### config.mk
export PLATFORM = sky130hd
export DESIGN_NAME = sar_search
export DESIGN_NICKNAME = d
export VERILOG_FILES = /design/src/rtl/sar_search_pkg.sv /design/src/rtl/sar_search.sv
export SDC_FILE = /design/constraint.sdc
export NUM_CORES = 1
export LEC_CHECK = 0
export BUFFER_PORTS_ARGS = -buffer_cell sky130_fd_sc_hd__buf_4
export CORE_UTILIZATION = 35
export CTS_CLUSTER_DIAMETER = 60
export DETAILED_ROUTE_END_ITERATION = 6
export PLACE_DENSITY_LB_ADDON = 0.1
export SLEW_MARGIN = 40
export SYNTH_ARGS = -nofsm -noshare
export SYNTH_HDL_FRONTEND = slang
export SYNTH_SLANG_ARGS = --single-unit
export TNS_END_PERCENT = 20
### constraint.sdc
create_clock -name clk -period 2.2 [get_ports clk]
set_clock_uncertainty 0.15 [all_clocks]
set_input_delay 0.44 -clock clk [delete_from_list [all_inputs] [get_ports clk]]
set_output_delay 0.44 -clock clk [all_outputs]
set_load 0.02 [all_outputs]
### src/rtl/sar_search_pkg.sv
// Shared definitions for the successive-approximation search controller:
// state encodings and the default trial-word width.
package sar_search_pkg;

    localparam int SAR_WIDTH_DEF = 4;

    typedef enum logic {
        SAR_IDLE  = 1'b0,
        SAR_TRIAL = 1'b1
    } sar_state_e;

endpackage

### src/rtl/sar_search.sv
// Successive-approximation search controller: drives a trial word to an external
// comparator and resolves the unknown MSB-first. Optional early exit: SAR_EARLY_EXIT_EN.
module sar_search
    import sar_search_pkg::*;
#(
    parameter int WIDTH = SAR_WIDTH_DEF
) (
    input  logic             clk,
    input  logic             rst,
    input  logic             start,
    input  logic             cmp_ge,
`ifdef SAR_EARLY_EXIT_EN
    input  logic             cmp_eq,
`endif
    output logic [WIDTH-1:0] trial,
    output logic             busy,
    output logic             done,
    output logic [WIDTH-1:0] result
);

    localparam int IDX_W = (WIDTH > 1) ? $clog2(WIDTH) : 1;

    // Handshake: start is taken only in IDLE (ignored while busy, no queueing);
    // done is a one-cycle pulse and result is valid from that cycle until the next done.

    sar_state_e       state_q, state_d;
    logic [WIDTH-1:0] trial_q, trial_d;
    logic [IDX_W-1:0] idx_q, idx_d;
    logic             busy_q, busy_d;
    logic             done_q, done_d;
    logic [WIDTH-1:0] result_q, result_d;

    logic [WIDTH-1:0] bit_mask;
    logic [WIDTH-1:0] kept;
    logic             exit_now;

    always_ff @(posedge clk) begin
        if (rst) begin
            state_q  <= SAR_IDLE;
            trial_q  <= '0;
            idx_q    <= '0;
            busy_q   <= 1'b0;
            done_q   <= 1'b0;
            result_q <= '0;
        end else begin
            state_q  <= state_d;
            trial_q  <= trial_d;
            idx_q    <= idx_d;
            busy_q   <= busy_d;
            done_q   <= done_d;
            result_q <= result_d;
        end
    end

    always_comb begin
        bit_mask = WIDTH'(1) << idx_q;
        // The bit under test survives only if the unknown is at least the trial.
        kept     = cmp_ge ? trial_q : (trial_q & ~bit_mask);
`ifdef SAR_EARLY_EXIT_EN
        exit_now = cmp_eq;
`else
        exit_now = 1'b0;
`endif
    end

    always_comb begin
        state_d  = state_q;
        trial_d  = trial_q;
        idx_d    = idx_q;
        busy_d   = busy_q;
        done_d   = 1'b0;
        result_d = result_q;

        unique case (state_q)
            SAR_IDLE: begin
                if (start) begin
                    trial_d = WIDTH'(1) << (WIDTH - 1);
                    idx_d   = IDX_W'(WIDTH - 1);
                    busy_d  = 1'b1;
                    state_d = SAR_TRIAL;
                end
            end
            SAR_TRIAL: begin
                if (exit_now) begin
                    // An exact match ends the search with the word on the bus.
                    result_d = trial_q;
                    done_d   = 1'b1;
                    busy_d   = 1'b0;
                    trial_d  = '0;
                    idx_d    = '0;
                    state_d  = SAR_IDLE;
                end else if (idx_q == '0) begin
                    result_d = kept;
                    done_d   = 1'b1;
                    busy_d   = 1'b0;
                    trial_d  = '0;
                    state_d  = SAR_IDLE;
                end else begin
                    trial_d = kept | (bit_mask >> 1);
                    idx_d   = idx_q - IDX_W'(1);
                end
            end
            default: begin
                state_d = SAR_IDLE;
            end
        endcase
    end

    assign trial  = trial_q;
    assign busy   = busy_q;
    assign done   = done_q;
    assign result = result_q;

endmodule

# ---- After elaboration in Yosys (flattened, before gate mapping)
# Index checks and enable logic that the tools add are counted.
# Widths: inputs -> output; s select.
dict set report totals {
  elab_cells 34
  inputBits 4
  regBits 13
}
dict set report op_classes {
  shifts 1
  eq_ne 3
  bitwise 4
  n_reduce_logical 5
  mux 14
  add_sub_neg 1
}
# op count
set ops {}
lappend ops {{$mux 4} 3}
lappend ops {{$pmux 4 s2} 1}
lappend ops {{$reduce_and 2->1} 3}
lappend ops {{$mux 1} 5}
lappend ops {{$and 4x4->4} 1}
lappend ops {{$mux 2} 2}
lappend ops {{$ne 2x2->1 const B} 2}
lappend ops {{$not 4->4} 1}
lappend ops {{$or 4x3->4} 1}
lappend ops {{$pmux 1 s2} 2}
lappend ops {{$pmux 2 s2} 1}
lappend ops {{$shl 1x2->4 const A} 1}
lappend ops {{$logic_not 2->1} 1}
lappend ops {{$ne 2x1->1 const B} 1}
lappend ops {{$reduce_or 2->1} 1}
lappend ops {{$sub 2x1->2 const B} 1}
lappend ops {{$not 1->1} 1}

# ---- Longest topological paths before layout
# Gate-level depths: netlist of run 1.
dict set report logic_depth {
  depth_word 7
  ltp_mapped 5
  ltp_nobuf 5
}

# ---- Least setup slack after synthesis of run 1
# OpenSTA, ideal clock, no wires.
dict set report synth_path {
  path_kind {register -> register}
  startpoint {register idx_q[0]}
  endpoint {register idx_q[1]}
  n_path_buf 0
  path_stages_with_launch 6
  t_arrival_ns 1.209
  period_less_slack_ns 1.445
  slack_ns 0.755
  required_time_ns 1.964
  cell_sequence {dfxtp_1 > inv_1 > ha_1 > nor2b_4 > nor2_2 > a221oi_2}
}
dict set report synth_via {
  elab_chain_cells 3
  word_cells_on_any_way 6
  cone_classes {1 x add/sub; 1 x eq/ne; 2 x mux; 2 x reduce/logical}
}
# element line
set synth_rtl {}
lappend synth_rtl {{from (decl)} sar_search.sv:28} ;# logic [IDX_W-1:0] idx_q, idx_d;
lappend synth_rtl {{from (signal assigned)} sar_search.sv:48} ;# idx_q <= idx_d;
lappend synth_rtl {{$sub 2x1->2 / $logic_not 2->1 (equally long branches)} {sar_search.sv:100, sar_search.sv:92}}
lappend synth_rtl {{$mux 2 / $ne 2x2->1 (equally long branches)} -}
lappend synth_rtl {{$pmux 2 s2 / $reduce_and 2->1 (equally long branches)} -}
# Parallel ways exist; a longest one is shown, timed or not. The select of a mux whose other input is x is not followed.
# A chain may end at the register's enable or synchronous reset.

# ---- Worst setup path after layout of run 1
# Ends and elaborated chain as after synthesis.

==> results of run 1 <==
## critical path: cells and delay by family (launching register included)
family,cells,cell delay (ps)
buf+inv,1,130
flops,1,420
simple gates,2,290
compound gates,1,200
fa+ha+maj,1,320
## cell type report
class	instances	area, µm²	area share, %
flip-flops and latches	13	260.3	36.11
well taps	16	20.02	2.778
clock buffers	4	26.28	3.646
repair buffers	13	97.59	13.54
multi-input cells	46	309.0	42.88
inverters	2	7.507	1.042
## cell usage after synthesis, types with 2 or more instances
cell type and n:
dfxtp_1 13, a21oi_1 6, nor2_1 5, ha_1 4, nand2_1 4, nand2b_1 3, nand3_1 3, nand4_1 3
inv_1 2, nand3b_1 2, nor2_2 2, o21ai_1 2
## stage by stage
step	setup slack [ps]	instances	instance area [µm²]	power, µW
floorplan	754.7	63	589.3	330.7
global placement	681.7	90	694.4	359.3
detailed placement	620.1	90	694.4	359.3
CTS	599.3	94	720.7	507.8
global route	528.1	94	720.7	529.8
finish	601.2	94	720.7	498.3
## worst max path at each step
| stage | depth (start not counted) | from | end | slack [ps] |
|---|---|---|---|---|
| global placement | 5 | idx_q[0] | idx_q[1] | 680 |
| global route | 5 | idx_q[0] | idx_q[1] | 530 |
| floorplan | 5 | idx_q[0] | idx_q[1] | 750 |
| finish | 5 | idx_q[0] | idx_q[1] | 600 |
| detailed placement | 5 | idx_q[0] | idx_q[1] | 620 |
| CTS | 5 | idx_q[0] | idx_q[1] | 600 |
## logic make-up after synthesis
| group | after synthesis | synth area share (%) |
|---|---|---|
| AO/OA/AOI/OAI | 15 | 16.78 |
| buffers and inverters | 4 | 3.397 |
| adder cells (fa/ha/maj) | 4 | 8.493 |
| flip-flops | 13 | 44.16 |
| AND/OR/NAND/NOR | 27 | 27.18 |
## metal layers
layer	vias to the layer above	track usage [%]	share of wire, %
met5	-	0	0
met4	0	9.091	0.88
met3	2	5.532	4.1
met2	9	21.82	46
met1	222	17.49	49
li1	251	-	-
## power by group through the flow
stage / logic (µW) / clock network, µW / registers (µW)
after floorplan: 57.4 / 0 / 273
after global placement: 88.9 / 0 / 270
after detailed placement: 89.0 / 0 / 270
after CTS: 88.9 / 154 / 265
after global routing: 97.7 / 165 / 267
final: 87.6 / 146 / 265
## registers in the layout (all words and copies together) (netlist names)
| signal | cells |
|---|---|
| busy | 1 |
| done | 1 |
| state_q | 1 |
| result | 4 |
| idx_q | 2 |
| trial | 4 |
==> impl_results.md, run 1 <==
- Final Hold Vio Count: 0
- CTS Buf Count: 3
- Type of the worst setup path: reg -> reg
- Syn Nets: 71
- Die H: 43.04 µm
- Routed WL per cell: 12.06 µm
- Max-slew violation count: 0
- Sequential fraction of design power: 53.1%
- Vias in the first global route: 449
- Sw power: 142.9 µW
- Total Wirelength: 1.134 mm
- CP max-delay cell: dfxtp_1
- Max_cap viols: 0
- Top_reg_cell synth: dfxtp_1
- H-tree levels: 1
- Via/cell ratio: 5.149
- Total grt overflow: 0
- Root Driver: clkbuf_4
- Number of synthesized flops with an enable pin: 0
- Worst-path clk slew: 80 ps
- Worst-path fanout max: 6
- Post-CTS Hold Buffers: 0
- Maximum vdd drop: 0.0002878 V
- RSZ-0062 raised after global routing: false
- Critical R2R Capture: idx_q[1]
- Critical-path cell list: inv_1 -> ha_1 -> nor2b_4 -> nor2_2 -> a221oi_2
- Via Count: approximately 480
- Synth Cell Area: 589.3 µm²
- Worst EP arrival: 1640 ps
- Setup Buffers After CTS: 0
- Worst hold start: result[0]
- Max incr delay on CP: 420 ps
- Initial antenna violation count: 0
- N_diodes: 0
- Switch share: 28.67%
- Synth warnings: 0
- Asr flop ratio synth: 0%
- Die width: 43.04 µm
- Worst hold slack: 299.5 ps
- Clock sinks: 13
- Worst relative slew slack: around 69%
- Worst Reg-to-Reg Cells: 5
- GRT Util Overall: 14.61%
- Count of state elements after synthesis: 13
- Area Overhead vs Synth: 22.29%
- Fin crit share: between 70% and 80%
- Setup TNS: 0 ps
- Most frequent cells in the layout: 13 x dfxtp_1, 13 x buf_4, 6 x a21oi_1
- Hold endpoint: result[0]
- Top cell type's share of synthesized area: 44.16%
- Setup slack, reg-to-reg: around 600 ps
- # IOs: 14
- Maximum clock path buffer count: 2
- Hold Path Class: reg -> reg
- Pre-Repair DR Iteration Count: 4
- Hpwl dp: 814.9 µm
- Filler Cell Count: 159
- Total die area: 1852 µm²
- Leading area contributor after synthesis: dfxtp_1
- CTS resizes: 0
- P per Cell Area: 691.5 nW/µm²
- GP Congestion: 0.7539
- Reg-to-reg startpoint: idx_q[0]
- Final setup fails: 0
- Fin util: 46.75%
- Status: complete, no violations
- Part of the power in combinational logic: 17.6%
- Crit path time final: about 1600 ps
- Clk pwr share: around 29%
- Nets: 87
- Avg Cell Area, Syn: 9.354 µm²
- Setup crit end kind: flip-flop
- Syn Inst Count: 63
- Synth area leaders: dfxtp_1 44%, ha_1 8.5%, a21oi_1 5.1%
- Largest net degree at the start of global routing: 16
- Core area: 1541 µm²
- Internal: between 300 and 400 µW
- Distinct cells, synth: 26
- CTS tree: built
- Worst skew pair latency: 270 ps
- Lkg Pwr: 0.0002943 µW
- Share of layout cells above drive strength 1: 29.49%
- First-pass GRT wire length: slightly below 2 mm
- Starting Density: 38.23%
- Worst setup SP type: flip-flop
- Rows: 14
- Tightest Pin Transition: 465.4 ps
- Sequential fraction of the synthesis area: about 44%
- Critical Path RT: 2240 ps
- Port Buffer Count: 13
- Hold depth: 2
- DRC viols: 0
- Fmax achieved: 625.5 MHz
- Routed Antenna Nets: 0
- Starting DRT DRC Count: 5
Note: power is estimated with default switching activity, not from simulation.
==> inputs of run 2 (changes only) <==
Clock period 2.2 ns to 1.45 ns, I/O delays scaled along.
==> impl_results.md, run 2 (synthesis gave the netlist of run 1 again) <==
- Fin crit share: 90.31% (+18 points)
- Share of layout cells above drive strength 1: 35.71% (+6.2 points)
- Hpwl dp: 891.2 µm (+9.4%)
- Routed Antenna Nets: 0 (unchanged)
- Worst-path fanout max: 5 (-1)
- Final setup fails: 0 (unchanged)
- Worst setup margin: 140.6 ps (-460.6 ps)
- Vias in the first global route: 481 (+7.1%)
- Worst EP arrival: 1340 ps (-300 ps)
- H-tree levels: 1 (unchanged)
- Filler Cell Count: 149 (-6.3%)
- Max incr delay on CP: 330 ps (-90 ps)
- Fin util: 49.84% (+3.1 points)
- Worst-path clk slew: 80 ps (about the same)
- Pre-Repair DR Iteration Count: 3 (-1)
- Register area: 260.3 µm² (unchanged)
- Port Buffer Count: 13 (unchanged)
- Placed cell area: 739.5 µm² (+6.5%)
- Max-slew violation count: 0 (unchanged)
- Via Count: 503 (+3.9%)
- GP Congestion: 0.7595 (+0.74%)
- Worst path buffer plus inverter count: 1 (unchanged)
- Via/cell ratio: 5.030 (-2.3%)
- Starting Density: 38.23% (unchanged)
- Starting DRT DRC Count: 3 (-2)
- Rows: 14 (unchanged)
- Critical-path cell list: inv_1 -> ha_2 -> nor2b_4 -> nor2_2 -> a221oi_2
- Worst relative slew slack: 80.46% (+12 points)
- CP top delay family: flip-flops
- Crit path time final: 1309 ps (-289.4 ps)
- Design area: 768.2 µm² (+6.6%)
- Setup slack, reg-to-reg: 140 ps (-460 ps)
- First-pass GRT wire length: 2.063 mm (+5.7%)
- Core area: 1541 µm² (unchanged)
- CP max-delay cell: dfxtp_1
- GRT Util Overall: 15.54% (+0.93 points)
- Total die area: 1852 µm² (unchanged)
- Setup crit end kind: flip-flop
- Maximum vdd drop: 0.0003744 V (+30%)
- CTS tree: built
- Pre-CTS WS: 107.6 ps (-512.5 ps)
- Nets: 93 (+6.9%)
- Lkg Pwr: 0.0003222 µW (+9.5%)
- # IOs: 14 (unchanged)
- Root Driver: clkbuf_4
- N_diodes: 0 (unchanged)
- Die H: 43.04 µm (unchanged)
- Worst setup SP type: flip-flop
- Initial antenna violation count: 0 (unchanged)
- Final Hold Vio Count: 0 (unchanged)
- Routed WL per cell: 12.14 µm (+0.63%)
- Hold Path Class: in -> reg
- Max_cap viols: 0 (unchanged)
- Setup TNS: 0 ps (unchanged)
- Most frequent cells in the layout: 19 x buf_4, 13 x dfxtp_1, 6 x a21oi_1
- RSZ-0062 raised after global routing: false
- Largest net degree at the start of global routing: 16 (unchanged)
- Total Wirelength: 1.214 mm (+7.1%)
- Multi-input logic area: 311.5 µm² (+0.81%)
- Clock sinks: 13 (unchanged)
- Maximum clock path buffer count: 2 (unchanged)
- Commonest non-fill, non-tap cell in the layout: buf_4
- Total grt overflow: 0 (unchanged)
- Total chip power: 787.0 µW (+58%)
- Die width: 43.04 µm (unchanged)
- P per Cell Area: 1024 nW/µm² (+48%)
- Fmax achieved: 763.7 MHz (+22%)
- CTS Buf Count: 3 (unchanged)
- Tightest Pin Transition: 292.8 ps (-172.6 ps)
- Critical Path RT: 1480 ps (-760 ps)
- Worst skew pair latency: 270 ps (about the same)
- Area Overhead vs Synth: 30.36%
- Type of the worst setup path: reg -> reg
- DRC viols: 0 (unchanged)
- Status: complete, no violations
[run 2: through the flow]
step           cells  hold WS [ps]
2_1_floorplan     63         241.1
3_3_place_gp      96         291.5
3_5_place_dp      96         293.4
4_1_cts          100         129.3
5_1_grt          100         137.7
6_report         100         143.6
[run 2: worst paths after layout]
kind              from         to  cells after the start
max reg2reg   idx_q[0]   idx_q[1]                      5
max           idx_q[0]   idx_q[1]                      5
min reg2reg  result[0]  result[0]                      2
min                rst  result[3]                      2
[run 2: timing repair]
item | CTS | global route
hold buffers | 0 | 0
endpoints found under the hold margin | 0 | 0
resized for setup | 0 | 1
buffers inserted | 0 | 0
setup endpoints to repair | 0 | 1
[run 2: power breakdown]
part / internal, µW / total, µW / switching [µW]
Combinational: 80.0 / 173 / 93.4
Sequential: 377 / 392 / 15.1
Clock: 106 / 221 / 115
Total: 564 / 787 / 223
[run 2: cell type report]
type | count | share of cell area (%)
inverter | 2 | 0.9772
timing repair buffer | 19 | 18.57
tap | 16 | 2.606
multi-input combinational | 46 | 40.55
sequential | 13 | 33.88
clock buffer | 4 | 3.420
[run 2: per-layer routing]
| metal | global-route usage, % | share of wire, % | vias to the layer above |
|---|---|---|---|
| li1 | - | - | 261 |
| met1 | 19.26 | 47 | 233 |
| met2 | 23.03 | 48 | 7 |
| met3 | 4.255 | 3.5 | 2 |
| met4 | 10.91 | 1.5 | 0 |
| met5 | 0 | 0 | - |
